===== config.mk =====
export PLATFORM = sky130hd
export DESIGN_NAME = pwls_reg_bus_arbiter_flat
export DESIGN_NICKNAME = d
export VERILOG_FILES = /design/src/rtl/pwls_reg_bus_arbiter_pkg.sv /design/src/rtl/pwls_reg_bus_arbiter_if.sv /design/src/rtl/pwls_rr_pick2.sv /design/src/rtl/pwls_reg_bus_arbiter.sv /design/src/flat_wrapper.sv
export SDC_FILE = /design/constraint.sdc
export NUM_CORES = 1
export LEC_CHECK = 0
export ABC_AREA = 1
export CAP_MARGIN = 20
export CORE_ASPECT_RATIO = 0.9
export CORE_MARGIN = 2
export CORE_UTILIZATION = 41
export DETAILED_ROUTE_END_ITERATION = 8
export HOLD_SLACK_MARGIN = 0.05
export PLACE_DENSITY = 0.95
export SYNTH_ARGS = -nofsm -noshare
export SYNTH_HDL_FRONTEND = slang
export SYNTH_HIERARCHICAL = 1
export SYNTH_SLANG_ARGS = --single-unit

===== constraint.sdc =====
create_clock -name clk -period 2.5 [get_ports clk]
set_input_delay 0.25 -clock clk [delete_from_list [all_inputs] [get_ports clk]]
set_output_delay 0.25 -clock clk [all_outputs]
set_load 0.01 [all_outputs]

===== src/rtl/pwls_reg_bus_arbiter_pkg.sv =====
// Shared types and constants for the PWL synth register-bus arbiter.
// SHIFT follows `INTERFACE_REGISTER_SHIFT from pwl_synth.vh when that header is in the build.
`ifndef INTERFACE_REGISTER_SHIFT
`define INTERFACE_REGISTER_SHIFT 3
`endif

package pwls_arb_pkg;

  localparam int unsigned SHIFT = `INTERFACE_REGISTER_SHIFT;

  localparam logic [1:0] STROBE_ON  = 2'b10;
  localparam logic [1:0] STROBE_OFF = 2'b11;

  typedef enum logic [1:0] {
    IDLE  = 2'd0,
    WRITE = 2'd1,
    READ  = 2'd2,
    RESP  = 2'd3
  } arb_state_e;

  typedef enum logic {
    OWN_HOST = 1'b0,
    OWN_SEQ  = 1'b1
  } owner_e;

endpackage


===== src/rtl/pwls_reg_bus_arbiter_if.sv =====
// Requester, response and peripheral-side signals of the register-bus arbiter.
// slave = arbiter view; master = requesters + peripheral view.
interface pwls_reg_bus_arbiter_if
  import pwls_arb_pkg::*;
#(
  parameter int unsigned ADDR_BITS = 6,
  parameter int unsigned BITS_E    = 13
);

  logic                    host_valid;
  logic                    host_ready;
  logic                    host_write;
  logic [ADDR_BITS-1:0]    host_addr;
  logic [BITS_E-1:0]       host_wdata;
  logic                    host_rsp_valid;

  logic                    seq_valid;
  logic                    seq_ready;
  logic                    seq_write;
  logic [ADDR_BITS-1:0]    seq_addr;
  logic [BITS_E-1:0]       seq_wdata;
  logic                    seq_rsp_valid;

  logic [BITS_E-1:0]       rsp_rdata;
  logic                    rsp_err;

  logic [ADDR_BITS-1:0]    bus_addr;
  logic [BITS_E+SHIFT-1:0] bus_wdata;
  logic [1:0]              data_write_n;
  logic [1:0]              data_read_n;
  logic [BITS_E+SHIFT-1:0] bus_rdata;
  logic                    data_ready;
  logic                    busy;

  modport slave (
    input  host_valid, host_write, host_addr, host_wdata,
    input  seq_valid, seq_write, seq_addr, seq_wdata,
    input  bus_rdata, data_ready,
    output host_ready, host_rsp_valid, seq_ready, seq_rsp_valid,
    output rsp_rdata, rsp_err,
    output bus_addr, bus_wdata, data_write_n, data_read_n, busy
  );

  modport master (
    output host_valid, host_write, host_addr, host_wdata,
    output seq_valid, seq_write, seq_addr, seq_wdata,
    output bus_rdata, data_ready,
    input  host_ready, host_rsp_valid, seq_ready, seq_rsp_valid,
    input  rsp_rdata, rsp_err,
    input  bus_addr, bus_wdata, data_write_n, data_read_n, busy
  );

endinterface


===== src/rtl/pwls_rr_pick2.sv =====
// Two-way round-robin pick: a lone requester wins; on a tie the one that did not win last.
module pwls_rr_pick2
  import pwls_arb_pkg::*;
(
  input  logic [1:0] valid_i,
  input  owner_e     last_i,
  output logic [1:0] grant_o
);

  always_comb begin
    grant_o = '0;
    case (valid_i)
      2'b01:   grant_o = 2'b01;
      2'b10:   grant_o = 2'b10;
      2'b11:   grant_o = (last_i == OWN_HOST) ? 2'b10 : 2'b01;
      default: grant_o = '0;
    endcase
  end

endmodule


===== src/rtl/pwls_reg_bus_arbiter.sv =====
// Shares the synth register bus between host and sequencer, one access in flight.
// Optional read timeout: define PWLS_ARB_TIMEOUT_EN.
module pwls_reg_bus_arbiter
  import pwls_arb_pkg::*;
#(
  parameter int unsigned ADDR_BITS      = 6,
  parameter int unsigned BITS_E         = 13,
  parameter int unsigned TIMEOUT_CYCLES = 15
)(
  input logic                   clk,
  input logic                   rst_n,
  pwls_reg_bus_arbiter_if.slave bus
);

  if (TIMEOUT_CYCLES == 0) begin : g_bad_timeout
    $error("TIMEOUT_CYCLES must be at least 1");
  end

  arb_state_e              state_q;
  owner_e                  last_q;
  owner_e                  owner_q;
  logic [ADDR_BITS-1:0]    addr_q;
  logic [BITS_E+SHIFT-1:0] wdata_q;
  logic [1:0]              wr_n_q;
  logic [1:0]              rd_n_q;
  logic [BITS_E-1:0]       rdata_q;
  logic                    host_rsp_q;
  logic                    seq_rsp_q;

  logic [1:0]              grant;
  logic                    accept;
  owner_e                  win;
  logic                    req_write;
  logic [ADDR_BITS-1:0]    req_addr;
  logic [BITS_E-1:0]       req_wdata;
  logic                    unused_rdata_lsbs;

  pwls_rr_pick2 u_pick (
    .valid_i ({bus.seq_valid, bus.host_valid}),
    .last_i  (last_q),
    .grant_o (grant)
  );

  // ready is gated by rst_n so nothing can be accepted while reset is held
  assign bus.host_ready = rst_n && (state_q == IDLE) && grant[0];
  assign bus.seq_ready  = rst_n && (state_q == IDLE) && grant[1];
  assign accept         = bus.host_ready || bus.seq_ready;
  assign win            = grant[1] ? OWN_SEQ : OWN_HOST;

  always_comb begin
    req_write = bus.host_write;
    req_addr  = bus.host_addr;
    req_wdata = bus.host_wdata;
    if (win == OWN_SEQ) begin
      req_write = bus.seq_write;
      req_addr  = bus.seq_addr;
      req_wdata = bus.seq_wdata;
    end
  end

  assign unused_rdata_lsbs = ^bus.bus_rdata[SHIFT-1:0];

`ifdef PWLS_ARB_TIMEOUT_EN
  localparam int unsigned TO_W = $clog2(TIMEOUT_CYCLES + 1);
  logic [TO_W-1:0] to_cnt_q;
  logic            err_q;
`endif

  always_ff @(posedge clk or negedge rst_n) begin
    if (!rst_n) begin
      state_q    <= IDLE;
      last_q     <= OWN_SEQ;
      owner_q    <= OWN_HOST;
      addr_q     <= '0;
      wdata_q    <= '0;
      wr_n_q     <= STROBE_OFF;
      rd_n_q     <= STROBE_OFF;
      rdata_q    <= '0;
      host_rsp_q <= 1'b0;
      seq_rsp_q  <= 1'b0;
`ifdef PWLS_ARB_TIMEOUT_EN
      to_cnt_q   <= '0;
      err_q      <= 1'b0;
`endif
    end else begin
      case (state_q)
        IDLE: begin
          if (accept) begin
            addr_q  <= req_addr;
            wdata_q <= {req_wdata, {SHIFT{1'b0}}};
            owner_q <= win;
            last_q  <= win;
            if (req_write) begin
              wr_n_q  <= STROBE_ON;
              state_q <= WRITE;
            end else begin
              rd_n_q  <= STROBE_ON;
              state_q <= READ;
`ifdef PWLS_ARB_TIMEOUT_EN
              to_cnt_q <= '0;
`endif
            end
          end
        end
        WRITE: begin
          wr_n_q  <= STROBE_OFF;
          state_q <= IDLE;
        end
        READ: begin
          if (bus.data_ready) begin
            rdata_q    <= bus.bus_rdata[BITS_E+SHIFT-1:SHIFT];
            rd_n_q     <= STROBE_OFF;
            host_rsp_q <= (owner_q == OWN_HOST);
            seq_rsp_q  <= (owner_q == OWN_SEQ);
            state_q    <= RESP;
`ifdef PWLS_ARB_TIMEOUT_EN
            err_q      <= 1'b0;
          end else if (to_cnt_q == TO_W'(TIMEOUT_CYCLES - 1)) begin
            // data_ready in the final cycle takes the branch above, so it beats the timeout
            rdata_q    <= '1;
            err_q      <= 1'b1;
            rd_n_q     <= STROBE_OFF;
            host_rsp_q <= (owner_q == OWN_HOST);
            seq_rsp_q  <= (owner_q == OWN_SEQ);
            state_q    <= RESP;
          end else begin
            to_cnt_q   <= to_cnt_q + 1'b1;
`endif
          end
        end
        RESP: begin
          host_rsp_q <= 1'b0;
          seq_rsp_q  <= 1'b0;
          state_q    <= IDLE;
`ifdef PWLS_ARB_TIMEOUT_EN
          err_q      <= 1'b0;
`endif
        end
        default: state_q <= IDLE;
      endcase
    end
  end

  assign bus.bus_addr       = addr_q;
  assign bus.bus_wdata      = wdata_q;
  assign bus.data_write_n   = wr_n_q;
  assign bus.data_read_n    = rd_n_q;
  assign bus.rsp_rdata      = rdata_q;
  assign bus.host_rsp_valid = host_rsp_q;
  assign bus.seq_rsp_valid  = seq_rsp_q;
  assign bus.busy           = (state_q != IDLE);
`ifdef PWLS_ARB_TIMEOUT_EN
  assign bus.rsp_err        = err_q;
`else
  assign bus.rsp_err        = 1'b0;
`endif

endmodule

===== src/flat_wrapper.sv =====
// flat-port wrapper written by rule: the top's interface ports become plain ports
module pwls_reg_bus_arbiter_flat import pwls_arb_pkg::*;
#(
  parameter int unsigned ADDR_BITS      = 6,
  parameter int unsigned BITS_E         = 13,
  parameter int unsigned TIMEOUT_CYCLES = 15
)
  (clk, rst_n, bus_host_valid, bus_host_write, bus_host_addr, bus_host_wdata, bus_seq_valid, bus_seq_write, bus_seq_addr, bus_seq_wdata, bus_bus_rdata, bus_data_ready, bus_host_ready, bus_host_rsp_valid, bus_seq_ready, bus_seq_rsp_valid, bus_rsp_rdata, bus_rsp_err, bus_bus_addr, bus_bus_wdata, bus_data_write_n, bus_data_read_n, bus_busy);
  pwls_reg_bus_arbiter_if #(.ADDR_BITS(ADDR_BITS), .BITS_E(BITS_E)) bus_i ();
  input logic clk;
  input logic rst_n;
  input wire logic [$bits(bus_i.host_valid)-1:0] bus_host_valid;
  input wire logic [$bits(bus_i.host_write)-1:0] bus_host_write;
  input wire logic [$bits(bus_i.host_addr)-1:0] bus_host_addr;
  input wire logic [$bits(bus_i.host_wdata)-1:0] bus_host_wdata;
  input wire logic [$bits(bus_i.seq_valid)-1:0] bus_seq_valid;
  input wire logic [$bits(bus_i.seq_write)-1:0] bus_seq_write;
  input wire logic [$bits(bus_i.seq_addr)-1:0] bus_seq_addr;
  input wire logic [$bits(bus_i.seq_wdata)-1:0] bus_seq_wdata;
  input wire logic [$bits(bus_i.bus_rdata)-1:0] bus_bus_rdata;
  input wire logic [$bits(bus_i.data_ready)-1:0] bus_data_ready;
  output wire logic [$bits(bus_i.host_ready)-1:0] bus_host_ready;
  output wire logic [$bits(bus_i.host_rsp_valid)-1:0] bus_host_rsp_valid;
  output wire logic [$bits(bus_i.seq_ready)-1:0] bus_seq_ready;
  output wire logic [$bits(bus_i.seq_rsp_valid)-1:0] bus_seq_rsp_valid;
  output wire logic [$bits(bus_i.rsp_rdata)-1:0] bus_rsp_rdata;
  output wire logic [$bits(bus_i.rsp_err)-1:0] bus_rsp_err;
  output wire logic [$bits(bus_i.bus_addr)-1:0] bus_bus_addr;
  output wire logic [$bits(bus_i.bus_wdata)-1:0] bus_bus_wdata;
  output wire logic [$bits(bus_i.data_write_n)-1:0] bus_data_write_n;
  output wire logic [$bits(bus_i.data_read_n)-1:0] bus_data_read_n;
  output wire logic [$bits(bus_i.busy)-1:0] bus_busy;
  assign bus_i.host_valid = bus_host_valid;
  assign bus_i.host_write = bus_host_write;
  assign bus_i.host_addr = bus_host_addr;
  assign bus_i.host_wdata = bus_host_wdata;
  assign bus_i.seq_valid = bus_seq_valid;
  assign bus_i.seq_write = bus_seq_write;
  assign bus_i.seq_addr = bus_seq_addr;
  assign bus_i.seq_wdata = bus_seq_wdata;
  assign bus_i.bus_rdata = bus_bus_rdata;
  assign bus_i.data_ready = bus_data_ready;
  assign bus_host_ready = bus_i.host_ready;
  assign bus_host_rsp_valid = bus_i.host_rsp_valid;
  assign bus_seq_ready = bus_i.seq_ready;
  assign bus_seq_rsp_valid = bus_i.seq_rsp_valid;
  assign bus_rsp_rdata = bus_i.rsp_rdata;
  assign bus_rsp_err = bus_i.rsp_err;
  assign bus_bus_addr = bus_i.bus_addr;
  assign bus_bus_wdata = bus_i.bus_wdata;
  assign bus_data_write_n = bus_i.data_write_n;
  assign bus_data_read_n = bus_i.data_read_n;
  assign bus_busy = bus_i.busy;
  pwls_reg_bus_arbiter #(.ADDR_BITS(ADDR_BITS), .BITS_E(BITS_E), .TIMEOUT_CYCLES(TIMEOUT_CYCLES)) u_core (.clk(clk), .rst_n(rst_n), .bus(bus_i));
endmodule

* Yosys cells after proc, flatten, opt, wreduce, memory -nomap -nowiden
Index checks and enable logic that the tools add are counted.
** Word-level totals
- Bits in registers :: 42
- Bits of input ports :: 61
- Output and inout bits :: 45
- Word-level logic and storage cells :: 57
** Operators by class
- Equality and inequality tests :: 10
- Multiplexer cells :: 20
- Bitwise operators :: 1
- Reduce and logical (&&, ||, !) cells :: 16
** Operator list (count)
- $mux W2 :: 8
- $mux W13 :: 1
- $pmux W2 S3 :: 2
- $eq A2 B2 Y1 const B :: 4
- $pmux W2 S2 :: 2
- $reduce_and A2 Y1 :: 4
- $reduce_bool A2 Y1 :: 4
- $mux W6 :: 1
- $eq A2 B1 Y1 const B :: 2
- $mux W1 :: 4
- $ne A2 B1 Y1 const B :: 2
- $ne A2 B2 Y1 const B :: 2
- $pmux W1 S2 :: 2
- $reduce_and A4 Y1 :: 1
- $logic_and A1 B1 Y1 :: 3
- $reduce_and A3 Y1 :: 1
- $logic_not A2 Y1 :: 1
- $reduce_or A2 Y1 :: 1
- $logic_or A1 B1 Y1 :: 1
- $not A1 Y1 :: 1

* Logic depth before layout (Yosys ltp)
Gate-level depths: netlist of the first run.
- Word-level depth :: 7
- Mapped depth :: 10
- Gate-level depth less buffers :: 10

* By module
Netlist of the first run, hierarchy kept.
** Modules (own cells, without submodules)
- pwls_reg_bus_arbiter :: instances 1, cells each 189, area each 1831.8 um^2, seq. area each 1004.7 um^2
- pwls_rr_pick2 :: instances 1, cells each 5, area each 21.3 um^2, seq. area each 0.0 um^2

* Least setup slack after synthesis of the first run
No wires, ideal clock.
- Kind :: register to register
- Start :: register u_core.last_q
- End :: register u_core.wdata_q[12] (netlist: u_core/bus.bus_wdata[12])
- Library setup time :: 0.082 ns
- Arrival :: 1.351 ns
- Data required time :: 2.418 ns
- Slack :: 1.067 ns
- Stages on the path, launching flop included :: 7
- Path buffers :: 2
- Cells stage by stage :: dfstp_2 a21oi_1 inv_1 buf_2 clkbuf_1 nand2_1 a31oi_1
** On the way
- Longest elaborated chain between the ends :: 5
** RTL lines
- start: declaration :: RTL line pwls_reg_bus_arbiter.sv:20 : owner_e last_q;
- start signal: assignment :: RTL line pwls_reg_bus_arbiter.sv:92 : last_q <= win;
- $mux W2 (*) :: RTL line pwls_rr_pick2.sv:15 : 2'b11: grant_o = (last_i == OWN_HOST) ? 2'b10 : 2'b01;
- $pmux W2 S3 (*) :: RTL line pwls_rr_pick2.sv:12 : case (valid_i)
- via u_core.grant[1] :: RTL line pwls_reg_bus_arbiter.sv:30 : logic [1:0] grant;
- $logic_and A1 B1 Y1 :: RTL line pwls_reg_bus_arbiter.sv:46 : assign bus.seq_ready = rst_n && (state_q == IDLE) && grant[1];
- $logic_or A1 B1 Y1 :: RTL line pwls_reg_bus_arbiter.sv:47 : assign accept = bus.host_ready || bus.seq_ready;
- $reduce_and A2 Y1 (no line)
- end signal: assignment :: RTL line pwls_reg_bus_arbiter.sv:90 : wdata_q <= {req_wdata, {SHIFT{1'b0}}};
- end: declaration :: RTL line pwls_reg_bus_arbiter.sv:23 : logic [BITS_E+SHIFT-1:0] wdata_q;
Mark *: on every way through the listed nets, which the timed path passes. The rest lies on a longest branch.
A chain may end at the register's enable or synchronous reset.

* Worst setup path in the final report of the first run
- Start :: input rst_n
- End :: output bus_host_ready
** On the way
- Longest elaborated chain between the ends :: 2
** RTL lines
- start: declaration :: RTL line flat_wrapper.sv:11 : input logic rst_n;
- $logic_and A1 B1 Y1 (2 in series) :: RTL line pwls_reg_bus_arbiter.sv:45 : assign bus.host_ready = rst_n && (state_q == IDLE) && grant[0];
- end: declaration :: RTL line flat_wrapper.sv:22 : output wire logic [$bits(bus_i.host_ready)-1:0] bus_host_ready;
No other way between the ends.

==> results of run 1 <==
==> flip-flops by register name (all words and copies together) (netlist names) <==
register	count
u_core/last_q	1
u_core/bus.rsp_rdata	13
u_core/bus.bus_wdata	13
u_core/owner_q	1
u_core/bus.data_write_n	1
u_core/bus.host_rsp_valid	1
u_core/bus.data_read_n	1
u_core/state_q	2
u_core/bus.bus_addr	6
u_core/bus.seq_rsp_valid	1
==> cell usage in the layout, fill, tap and decap left out <==
cell type,count
dfrtp_1,37
conb_1,6
dlygate4sd3_1,1
a21oi_2,1
nor2_1,21
nand3_1,3
mux2_2,6
dfstp_2,3
inv_1,13
a31oi_1,19
nor2_4,2
clkinv_2,1
o21ai_0,3
o22ai_1,2
nand2_1,55
buf_4,3
nand2_4,1
mux2_4,7
buf_2,1
inv_2,1
clkbuf_1,2
clkbuf_8,5
a21oi_1,1
nand3_2,2
buf_12,1
clkdlybuf4s50_1,95
==> worst min path at each step <==
stage                     startpoint                      end  slack (ns)
final                          rst_n  u_core/bus.bus_wdata[7]        0.41
after global routing           rst_n  u_core/bus.bus_wdata[5]        0.44
after CTS                      rst_n  u_core/bus.bus_wdata[8]        0.41
after detailed placement       rst_n  u_core/bus.bus_wdata[8]        0.18
after global placement         rst_n  u_core/bus.bus_wdata[8]        0.18
after floorplan                rst_n   u_core/bus.bus_addr[0]       -0.05
==> through the flow <==
stage          cell area [um^2]  setup WS, ns  hold slack (ns)  util (%)
6_report                   2930         0.332            0.409      66.6
4_1_cts                    2930         0.311            0.410      66.6
3_3_place_gp               2840         0.598            0.180      64.6
5_1_grt                    2930         0.223            0.437      66.6
3_5_place_dp               2840         0.573            0.184      64.6
2_1_floorplan              1870          1.07          -0.0456         -
==> repair_timing <==
item	CTS	global route
gates resized for setup	0	0
hold endpoints to repair	11	0
hold buffers	1	0
==> power by group through the flow <==
stage                     combinational, mW  sequential [mW]  clock, mW
after floorplan                       0.637             1.31          0
after global placement                 1.56             1.17          0
after detailed placement               1.60             1.19          0
after CTS                              1.61             1.18      0.420
after global routing                   1.74             1.22      0.440
final                                  1.58             1.17      0.403
==> layout make-up <==
cell class              instances  area, um^2
clock buffers                   7        76.3
repair buffers                101        1010
multi-input cells             129         709
clock inverters                 1        5.00
fillers                       370        1470
inverters                      14        52.6
flip-flops and latches         40        1000
well taps                      62        77.6
==> critical path, cell delays in order <==
cell and delay (ns):
dlygate4sd3_1 0.52, buf_2 0.33, nand3_2 0.17, inv_1 0.11
clkdlybuf4s50_1 0.54
==> metal layers <==
layer  track usage (%)  share of wire, %  vias to the layer above
li1                  -                 -                      809
met1              20.8                40                      729
met2              31.6                52                       58
met3              4.18               6.5                        7
met4              6.70               1.6                        0
met5                 0                 0                        -
==> kinds of logic after synthesis <==
group / synth area share [%]
buffers and inverters: 8.51
AOI/OAI and AO/OA: 8.44
other: 0.405
DFF: 54.2
and+or+nand+nor: 19.1
muxes: 9.32
==> metrics.md, run 1 <==
| Metric | Value |
|---|---|
| Ys flop type | dfrtp_1 |
| Pwr Density | 1080 nW/um^2 |
| Vias post-DR | 1603 |
| Top Ports | 106 |
| Vias in the first global route | 1583 |
| Number of synthesized flops with an enable pin | 0 |
| Final estimated routing congestion in global placement | 0.758 |
| Post-DR wirelength/cell | 12.0 um |
| Avg Cell Area, Syn | 9.55 um^2 |
| HPWL after DPL | 3.28 mm |
| Post-synth top area share | 50.0% |
| Worst-skew pair later-pin latency | 0.29 ns |
| Switching share of power | 33.3% |
| Worst reg2reg path startpoint | u_core/last_q |
| Crit share post-route | 86.7% |
| Area growth syn-to-layout | 58.3% |
| Worst hold path class | in -> async |
| Worst Reg-to-Reg Cells | 7 |
| Input/output buffers | 96 |
| Grt total ovfl | 0 |
| First-pass GRT wire length | 6.91 mm |
| Root buffer cell | clkbuf_8 |
| CP Launch Type | input port |
| Mapped Cells | 194 |
| Count of pins over their slew limit | 0 |
| Total Power | 3.16 mW |
| Initial antenna violation count | 0 |
| Mapped Area | 1850 um^2 |
| Placed Instances | 345 |
| Drt first pass iters | 4 |
| Cell Count, Final, Fillers Out | 354 |
| CTS max path bufs | 2 |
| Setup TNS | 0 ns |
| Fin crit period | 2.17 ns |
| H-tree depth | 2 |
| Clock skew | 0.00705 ns |
| Largest net degree at the start of global routing | 33 |
| Comb power frac | 50.2% |
| Most numerous cell in the Yosys netlist | nand2_1 |
| Status | completed |
| Leak pwr | 1.33 nW |
| Final number of setup-violating endpoints | 0 |
| Crit path DAT | 1.92 ns |
| Synthesized flop and latch total | 40 |
| NumNets Final | 352 |
| NetSw | 1.05 mW |
| Die width | 74.9 um |
| Setup CP Type | in -> out |
| Critical path required time | 2.25 ns |
| Starting Density | 42.1% |
| Cell-internal power | 2.11 mW |
| Antenna Nets Post-Route | 0 |
| Maxcap violations | 0 |
| R2R Setup Slk | 0.84 ns |
| Post-synthesis cell type count | 21 |
| DR vias/cell | 4.53 |
| Post-synthesis sequential area ratio | 54.2% |
| CP endpoint | bus_host_ready |
| Die Span Y | 67.8 um |
| Share of post-route cells with drive strength above 1 | 11.6% |
| Most frequent cells after synthesis | nand2_1 (55), dfrtp_1 (37), nor2_1 (21), a31oi_1 (19), inv_1 (13) |
| WL final | 4.26 mm |
| Setup crit end kind | output pin |
| Global-route usage over all layers | 17.8% |
| Drt drc | 0 |
| Worst Setup SP | rst_n |
| Clk sinks | 40 |
| Async SR Flop Fraction | 100% |
| Clock transition at path regs | 0.07 ns |
| Power share of the clock group | 12.7% |
| Post-synth top area cell | dfrtp_1 |
| Worst-path fanout max | 15 |
| Final Hold Viols | 0 |
| Num rows | 23 |
| Postcts setup bufs | 0 |
| Worst vdd ir | 486 uV |
| YS warnings | 6 |
| RSZ-0062 raised after global routing | no |
| Flop pwr share | 37.1% |
| Reg-to-reg endpoint | u_core/bus.bus_wdata[10] |
| Largest cells by area after synthesis | dfrtp_1 (50%), nand2_1 (11%), a31oi_1 (6.4%) |
| Die ar. | 5070 um^2 |
| CTS tree | yes |
| Antenna cells | 0 |
| Max Clock Freq | 0.461 GHz |
| Initial DRC count | 82 |
| Core ar. | 4400 um^2 |
| Clock buffer count from CTS | 5 |
(Power assumes the default switching activity.)
==> run 2, diff against run 1 <==
--- a/config.mk
+++ b/config.mk
@@ -6,7 +6,7 @@
 export NUM_CORES = 1
 export LEC_CHECK = 0
 export ABC_AREA = 1
-export CAP_MARGIN = 20
+export CAP_MARGIN = 30
 export CORE_ASPECT_RATIO = 0.9
 export CORE_MARGIN = 2
 export CORE_UTILIZATION = 41
==> results of run 2 <==
Same layout as run 1: the final DEF is identical, and so are final timing and power.
==> run 3, diff against run 2 <==
--- a/config.mk
+++ b/config.mk
@@ -7,12 +7,13 @@
 export LEC_CHECK = 0
 export ABC_AREA = 1
 export CAP_MARGIN = 30
-export CORE_ASPECT_RATIO = 0.9
+export CORE_ASPECT_RATIO = 0.5
 export CORE_MARGIN = 2
 export CORE_UTILIZATION = 41
 export DETAILED_ROUTE_END_ITERATION = 8
 export HOLD_SLACK_MARGIN = 0.05
 export PLACE_DENSITY = 0.95
+export SLEW_MARGIN = 40
 export SYNTH_ARGS = -nofsm -noshare
 export SYNTH_HDL_FRONTEND = slang
 export SYNTH_HIERARCHICAL = 1
==> run 3 against run 2 <==
Against the previous run:
- sequential cell count is the same
- sequential share of layout area decreased by 0.30 points
- register-to-register slack improved by 0.03 ns
- total power is 6.5% higher
- final cell count fell by 1.4%
- first-iteration DRC count grew 44%
- via count rose by 7.4%
- wire length rose by 21%
- final area grew 0.90%
- fmax fell by 0.48%
==> metrics.md, run 3 (synthesis gave the netlist of run 1 again) <==
| Metric | Value |
|---|---|
| Status | completed |
| Worst-path fanout max | 14 (-1) |
| CTS tree | yes |
| Top Ports | 106 (unchanged) |
| Area growth syn-to-layout | 59.8% |
| Pwr Density | 1140 nW/um^2 (+5.5%) |
| Die width | 99.1 um (+32%) |
| WL final | 5.17 mm (+21%) |
| Leading cell type in the layout, fill and taps excluded | clkdlybuf4s50_1 |
| Grt total ovfl | 0 (unchanged) |
| Leak pwr | 1.35 nW (+1.4%) |
| CP Launch Type | input port |
| Clock buffer count from CTS | 5 (unchanged) |
| NumNets Final | 352 (unchanged) |
| Hold_ws | 0.406 ns (-0.00388 ns) |
| Count of pins over their slew limit | 0 (unchanged) |
| Vias post-DR | 1722 (+7.4%) |
| Cell Count, Final, Fillers Out | 349 (-1.4%) |
| Final Hold Viols | 0 (unchanged) |
| Final estimated routing congestion in global placement | 0.734 (-3.3%) |
| CP cell instances | dlygate4sd3_1 -> buf_2 -> nand3_2 -> inv_1 -> clkdlybuf4s50_1 |
| Vias in the first global route | 1708 (+7.9%) |
| H-tree depth | 2 (unchanged) |
| Antenna Nets Post-Route | 0 (unchanged) |
| Starting Density | 42.3% (+0.20 points) |
| Postcts setup bufs | 0 (unchanged) |
| Die ar. | 5110 um^2 (+0.62%) |
| Post-DR wirelength/cell | 14.8 um (+23%) |
| HPWL after DPL | 3.84 mm (+17%) |
| Clk sinks | 40 (unchanged) |
| CTS resizes | 0 (unchanged) |
| Crit share post-route | 87.1% (+0.42 points) |
| RSZ-0062 raised after global routing | no |
| Setup TNS | 0 ns (unchanged) |
| Cell Area, Placed | 2820 um^2 (-0.66%) |
| Worst hold path class | in -> async |
| Drt first pass iters | 4 (unchanged) |
| Critical path required time | 2.25 ns (about the same) |
| Max Clock Freq | 0.459 GHz (-0.48%) |
| Slowest CP cell | clkdlybuf4s50_1 |
| Setup crit end kind | output pin |
| Core ar. | 4380 um^2 (-0.48%) |
| Maxcap violations | 0 (unchanged) |
| Share of post-route cells with drive strength above 1 | 12.3% (+0.68 points) |
| Placed Instances | 340 (-1.4%) |
| Worst vdd ir | 411 uV (-15%) |
| Setup CP Type | in -> out |
| Worst-skew pair later-pin latency | 0.29 ns (about the same) |
| Clock skew | 0.00567 ns (-0.00137 ns) |
| Die Span Y | 51.5 um (-24%) |
| Most frequent cells in the layout | clkdlybuf4s50_1 (95), nand2_1 (55), dfrtp_1 (37) |
| First-pass GRT wire length | 8.18 mm (+18%) |
| Largest net degree at the start of global routing | 40 (+21%) |
| Initial DRC count | 118 (+44%) |
| Root buffer cell | clkbuf_8 |
| Num rows | 17 (-26%) |
| Antenna cells | 0 (unchanged) |
| Final number of setup-violating endpoints | 0 (unchanged) |
| Crit path DAT | 1.93 ns (about the same) |
| CP max stage delay | 0.54 ns (about the same) |
| CTS max path bufs | 2 (unchanged) |
| Initial antenna violation count | 0 (unchanged) |
| Global-route usage over all layers | 20.7% (+2.8 points) |
| Drt drc | 0 (unchanged) |
| DR vias/cell | 4.93 (+9.0%) |
| Final Cell Area | 2960 um^2 (+0.90%) |
| Fin crit period | 2.18 ns (+0.0104 ns) |
| Input/output buffers | 96 (unchanged) |
| Cts hold-fix bufs | 1 (unchanged) |
| Total Power | 3.36 mW (+6.5%) |
| Clock transition at path regs | 0.07 ns (about the same) |
[run 3: changes by cell type in the layout (fill, tap and decap cells not counted)]
cell       before  now
bufinv_16       0    1
clkbuf_8        5    7
clkinv_2        1    0
clkbuf_1        2    0
buf_12          1    0
buf_4           3    4
[run 3: routing by layer]
metal	global-route usage [%]	routed length, um	vias up
met3	4.30	260	12
met1	24.7	2020	825
met4	8.68	117	0
li1	-	-	811
met2	37.2	2770	74
met5	0	0	-
[run 3: stage by stage]
step	worst slack (ns)	utilization, %
final	0.322	67.6
after global routing	0.218	67.6
after CTS	0.303	67.6
after detailed placement	0.572	64.4
after global placement	0.596	64.4
after floorplan	1.07	-
[run 3: where the power goes]
group | total [mW] | switching, mW | internal [mW]
Sequential | 1.18 | 0.191 | 0.988
Clock | 0.572 | 0.220 | 0.352
Combinational | 1.61 | 0.702 | 0.910
[run 3: worst max-delay path: cells and delay by family]
family                 cells  cell delay, ns
AND/OR/NAND/NOR            1            0.17
buffers and inverters      4            1.50
[run 3: path summary, 6_finish.rpt]
| path | start | to | slack (ns) | depth (start not counted) |
|---|---|---|---|---|
| max in group asynchronous | rst_n | u_core/bus.data_read_n[0] | 1.37 | 3 |
| worst max-delay path | rst_n | bus_host_ready | 0.32 | 5 |
| min in group clk | u_core/owner_q | u_core/bus.host_rsp_valid | 0.47 | 1 |
| worst max register to register | u_core/last_q | u_core/bus.bus_addr[2] | 0.87 | 7 |
| worst min-delay path | rst_n | u_core/bus.bus_addr[5] | 0.41 | 2 |
| worst min register to register | u_core/owner_q | u_core/bus.host_rsp_valid | 0.47 | 1 |
[run 3: final cells by class]
| class | count | area [um^2] |
|---|---|---|
| clock buffers | 7 | 96.3 |
| clock inverters | 1 | 30.0 |
| fillers | 292 | 1420 |
| inverters | 14 | 52.6 |
| multi-input cells | 129 | 709 |
| flip-flops and latches | 40 | 1000 |
| well taps | 57 | 71.3 |
| repair buffers | 101 | 996 |
